`config.mk`:
```
export PLATFORM = sky130hd
export DESIGN_NAME = video_timing_gen
export DESIGN_NICKNAME = d
export VERILOG_FILES = /design/src/rtl/video_timing_gen.sv
export SDC_FILE = /design/constraint.sdc
export NUM_CORES = 1
export LEC_CHECK = 0
export CAP_MARGIN = 20
export CELL_PAD_IN_SITES_DETAIL_PLACEMENT = 1
export CELL_PAD_IN_SITES_GLOBAL_PLACEMENT = 1
export CORE_ASPECT_RATIO = 0.5
export CORE_UTILIZATION = 30
export DETAILED_ROUTE_END_ITERATION = 10
export HOLD_SLACK_MARGIN = 0.06
export PLACE_DENSITY_LB_ADDON = 0.1
export SKIP_CTS_REPAIR_TIMING = 1
export SYNTH_ARGS = -nofsm -noshare
export SYNTH_HDL_FRONTEND = slang
export SYNTH_SLANG_ARGS = --single-unit
```
`constraint.sdc`:
```
create_clock -name pixclk -period 8.2 [get_ports pixclk]
set_input_delay 1.64 -clock pixclk [delete_from_list [all_inputs] [get_ports pixclk]]
set_output_delay 1.64 -clock pixclk [all_outputs]
set_load 0.02 [all_outputs]
```
`src/rtl/video_timing_gen.sv`:
```
// rtl/video_timing_gen.sv - parametrised raster timing generator with character-cell counters
// Every output is registered from the position about to be presented, so the decode adds no extra pipeline stage.
module video_timing_gen #(
  parameter int   H_ACTIVE = 720,
  parameter int   H_FP     = 10,
  parameter int   H_SYNC   = 135,
  parameter int   H_BP     = 17,
  parameter int   V_ACTIVE = 350,
  parameter int   V_FP     = 2,
  parameter int   V_SYNC   = 16,
  parameter int   V_BP     = 1,
  parameter logic HS_POL   = 1'b1,
  parameter logic VS_POL   = 1'b0,
  parameter int   CHAR_W   = 9,
  parameter int   CHAR_H   = 14,
  parameter int   XW       = 10,
  parameter int   YW       = 9
) (
  input  logic          pixclk,
  input  logic          rst,
  input  logic          ce,
  output logic          hs,
  output logic          vs,
  output logic          enable,
  output logic [XW-1:0] xpix,
  output logic [YW-1:0] ypix,
  output logic [6:0]    col,
  output logic [5:0]    row,
  output logic [3:0]    glyph_x,
  output logic [3:0]    glyph_y,
  output logic          line_start,
  output logic          frame_start,
  output logic          cursor_blink,
  output logic          char_blink
);

  localparam int H_TOTAL = H_ACTIVE + H_FP + H_SYNC + H_BP;
  localparam int V_TOTAL = V_ACTIVE + V_FP + V_SYNC + V_BP;

  localparam logic [XW-1:0] HA     = XW'(H_ACTIVE);
  localparam logic [XW-1:0] HLAST  = XW'(H_TOTAL - 1);
  localparam logic [XW-1:0] HS_BEG = XW'(H_ACTIVE + H_FP);
  localparam logic [XW-1:0] HS_END = XW'(H_ACTIVE + H_FP + H_SYNC);
  localparam logic [YW-1:0] VA     = YW'(V_ACTIVE);
  localparam logic [YW-1:0] VLAST  = YW'(V_TOTAL - 1);
  localparam logic [YW-1:0] VS_BEG = YW'(V_ACTIVE + V_FP);
  localparam logic [YW-1:0] VS_END = YW'(V_ACTIVE + V_FP + V_SYNC);
  localparam logic [3:0]    GX_MAX = 4'(CHAR_W - 1);
  localparam logic [3:0]    GY_MAX = 4'(CHAR_H - 1);

  logic          started;
  logic [XW-1:0] x, nx;
  logic [YW-1:0] y, ny;
  logic          wrap_frame;
  logic [4:0]    frame_cnt;

  logic          n_hs, n_vs, n_en;
  logic [XW-1:0] n_xpix;
  logic [YW-1:0] n_ypix;
  logic [6:0]    n_col;
  logic [5:0]    n_row;
  logic [3:0]    n_gx, n_gy;

  // Position advance; the first enabled edge after reset lands on (0,0) rather than (1,0).
  always_comb begin
    nx = x;
    ny = y;
    wrap_frame = 1'b0;
    if (!started) begin
      nx = '0;
      ny = '0;
    end else if (x == HLAST) begin
      nx = '0;
      if (y == VLAST) begin
        ny = '0;
        wrap_frame = 1'b1;
      end else begin
        ny = y + 1'b1;
      end
    end else begin
      nx = x + 1'b1;
    end
  end

  // Cell counters step incrementally from the presented values; outside active they simply hold.
  always_comb begin
    n_gx  = glyph_x;
    n_col = col;
    if (nx == '0) begin
      n_gx  = '0;
      n_col = '0;
    end else if (nx < HA) begin
      if (glyph_x == GX_MAX) begin
        n_gx  = '0;
        n_col = col + 7'd1;
      end else begin
        n_gx = glyph_x + 4'd1;
      end
    end

    n_gy  = glyph_y;
    n_row = row;
    if (nx == '0) begin
      if (ny == '0) begin
        n_gy  = '0;
        n_row = '0;
      end else if (ny < VA) begin
        if (glyph_y == GY_MAX) begin
          n_gy  = '0;
          n_row = row + 6'd1;
        end else begin
          n_gy = glyph_y + 4'd1;
        end
      end
    end
  end

  always_comb begin
    n_en   = (nx < HA) && (ny < VA);
    n_hs   = (nx >= HS_BEG && nx < HS_END) ? HS_POL : ~HS_POL;
    n_vs   = (ny >= VS_BEG && ny < VS_END) ? VS_POL : ~VS_POL;
    n_xpix = (nx < HA) ? nx : HA - 1'b1;
    n_ypix = (ny < VA) ? ny : VA - 1'b1;
  end

  always_ff @(posedge pixclk) begin
    if (rst) begin
      started     <= 1'b0;
      x           <= '0;
      y           <= '0;
      frame_cnt   <= '0;
      hs          <= ~HS_POL;
      vs          <= ~VS_POL;
      enable      <= 1'b0;
      xpix        <= '0;
      ypix        <= '0;
      col         <= '0;
      row         <= '0;
      glyph_x     <= '0;
      glyph_y     <= '0;
      line_start  <= 1'b0;
      frame_start <= 1'b0;
    end else begin
      line_start  <= 1'b0;
      frame_start <= 1'b0;
      if (ce) begin
        started     <= 1'b1;
        x           <= nx;
        y           <= ny;
        if (wrap_frame)
          frame_cnt <= frame_cnt + 5'd1;
        hs          <= n_hs;
        vs          <= n_vs;
        enable      <= n_en;
        xpix        <= n_xpix;
        ypix        <= n_ypix;
        col         <= n_col;
        row         <= n_row;
        glyph_x     <= n_gx;
        glyph_y     <= n_gy;
        line_start  <= (nx == '0);
        frame_start <= (nx == '0) && (ny == '0);
      end
    end
  end

  assign cursor_blink = frame_cnt[3];
  assign char_blink   = frame_cnt[4];

endmodule

```
==> flow_summary.ini <==
[power_and_ir_drop]
clockPowerShare_pct = 53.1
power.total_mw = 0.8592
p_leak_nw = 1.640
powerDensity_nw_per_um2 = 181.2
p_comb_share_pct = 6.3
max-vdd-ir-drop_mv = 0.08105
pwr-share-seq_pct = 40.6
switching_share_pct = 22.19
internal-power_mw = 0.6685
net-switching-power_mw = 0.1906

[clock_network]
htree_levels = 3
numCtsBuffers = 9
clock_sinks = 70
clk_path_buf_depth = 2
cts-root-buf = clkbuf_16
clk_pin_slew_ns = 0.06
insertion_delay_ns = 0.33
cts_tree = done

[critical_path]
cp.arrival_ns = 4.40
crit_family = simple AND/OR/NAND/NOR gates
path_buf_inv = 3
cp-start-kind = input port
cpPeakStageDelay_ns = 1.04
critical_path_class = in2reg
crit_chain = buf_2 > buf_4 > clkinv_1 > nor4_1 > nand4_1 > xor2_1 > nor2_1
path_max_fanout = 41
crit_path_top_delay_cell = nor4_1
reg2reg_setup_slack_ns = 4.36
endpoint_kind = register
crit_required_ns = 8.38

[floorplan]
coreArea_um2 = 12090
die_h_um = 81.69
rows = 28
start_util_pct = 31.52
ios = 50
dieWidth_um = 161.4
dieArea_um2 = 13180

[synth]
syn_area_per_cell_um2 = 7.872
ys_seq_elements = 70
synth_edf_count = 0
synth_area_um2 = 3810
ys_seq_area_share_pct = 36.78
yosys-top-cells-area = dfxtp_1 (37%), nor2_1 (7.3%), a21oi_1 (5.9%)
synth_xor_area_share_pct = 4.795
yosys.area_share.simple_pct = 30.05
ys_warn_count = 0
synthMuxAreaShare_pct = 2.890
synth_compound_area_share_pct = 16.52
synth_ff_type = dfxtp_1
yosys.area_share.adder_pct = 3.612
synth_top_family_by_area = simple AND/OR/NAND/NOR gates
syn_nets = 498
synth_cells = 484
synth_top_area_share_pct = 36.78
synth_cell_types = 60
yosysTopAreaCell = dfxtp_1
async_reset_ff_share_pct = 0

[placement]
dp_cells = 670
placed_area_um2 = 4394
port_buffers = 49
place.gp.congestion = 0.8179
hpwl_um = 7609

[global_route]
antenna_found_initial = 0
grt_max_degree = 78
overflow = 0
first_global_vias = 3470
grt_usage_pct = 17.50
grt_pass1_wl_um = 18090

[final_layout]
n_antenna_cell = 0
final_cells = 686
final_area_um2 = 4742
final_nets = 530
drive_gt1_share_pct = 6.526
syn_to_final_growth_pct = 24.47

[sta]
fin_setup_tns_ns = 0
drv_slew = 0
slew_headroom_pct = 33.82
finClkSkew_ns = 0.005519
hold_viol = 0
period_share_pct = 51.38
finalSetupViolations = 0
rsz0062_at_grt = no
worst_pin_slew_ns = 0.9837
timing.fmax_mhz = 237.4
post-route-min-period_ns = 4.213

[routing]
wl_per_cell_um = 15.76
post_drt_via_cell_ratio = 5.182
drtPass1Iterations = 4
ant_nets = 0
vias = 3555
drcViolationCount = 0
drt-total-wl_um = 10810
drt-initial-drc-count = 161

[status]
status = completed

[job]
cap_violations = 0

[worst_hold_path]
hp-class = reg2reg
[through the flow]
stage / worst slack, ns / hold slack (ns) / util, %
floorplan: 4.948 / 0.4839 / -
finish: 3.987 / 0.4739 / 39.23
global route: 3.682 / 0.4974 / 39.23
detailed placement: 3.633 / 0.4689 / 36.36
global placement: 3.743 / 0.4560 / 36.36
CTS: 3.986 / 0.4789 / 39.23
[cells in the mapped netlist, drive strengths merged (14+ instances only)]
master and instances:
inv 14, nand2 33, a21oi 46, dfxtp 70
nor2 74, clkbuf 22, nor3 24, nand3 28
o21ai 18
[per-layer routing]
metal	wire, um	global-route usage [%]	vias to the layer above
met4	129	5.566	0
met5	0	0	-
li1	-	-	1784
met2	4856	28.66	44
met1	5511	23.04	1714
met3	313	3.939	13
[layout by cell type, fill, tap and decap left out, types with 9 or more instances in the layout]
cell | Yosys | routed
nand2_1 | 33 | 33
clkdlybuf4s50_1 | 0 | 47
o21ai_0 | 14 | 14
nand2b_1 | 10 | 10
nor2_1 | 74 | 74
a21oi_1 | 45 | 45
nor4_1 | 10 | 10
xnor2_1 | 11 | 11
inv_1 | 14 | 14
nand3_1 | 28 | 28
nor3_1 | 23 | 23
dfxtp_1 | 70 | 70
nand4_1 | 11 | 11
ha_1 | 11 | 11
clkbuf_16 | 0 | 9
mux2i_1 | 11 | 11
[worst reg2reg max path, stage by stage (launching register included)]
cell,delay (ns)
dfxtp_1,0.48
nand4b_1,0.42
or3_1,0.63
or4_4,0.63
xor2_2,0.24
a31oi_1,0.14
or4_1,0.76
a21oi_2,0.31
o32ai_2,0.09
[cell type report]
cell class                 count  area (um2)
tap                          165       206.4
timing repair buffer          54       518.0
fill                        1446        7345
clock buffer                  10       239.0
multi-input combinational    366        2212
clock inverter                 6       108.9
inverter                      15       56.30
sequential                    70        1401
[worst paths after layout]
kind                         from                   endpoint  cells after the start
max reg2reg     x[5]$_SDFFE_PP0P_        row[1]$_SDFFE_PP0P_                      8
min          xpix[8]$_SDFFE_PP0P_       xpix[8]$_SDFFE_PP0P_                      2
min reg2reg  xpix[8]$_SDFFE_PP0P_       xpix[8]$_SDFFE_PP0P_                      2
max                            ce  frame_cnt[4]$_SDFFE_PP0P_                      7
[state kept, by name, indices dropped and copies added, names as in the netlist, 4 cells and up]
signal and flops:
ypix 9, x 10, xpix 10, row 6
glyph_y 4, y 9, col 7, glyph_x 4
frame_cnt 5
[cells by family after synthesis]
| logic type | Yosys count |
|---|---|
| AOI/OAI and AO/OA | 99 |
| xor gates and xnor gates | 20 |
| muxes | 11 |
| DFF | 70 |
| buffers and inverters | 48 |
| and+or+nand+nor | 225 |
| adders and majority gates | 11 |
[power by group through the flow]
stage	clock [mW]	sequential, mW	combinational (mW)
after floorplan	0	0.360	0.0304
after global placement	0	0.356	0.0548
after detailed placement	0	0.356	0.0550
after CTS	0.470	0.349	0.0553
after global routing	0.483	0.349	0.0603
final	0.456	0.349	0.0544
No activity file was read; power rests on OpenSTA's default activity.
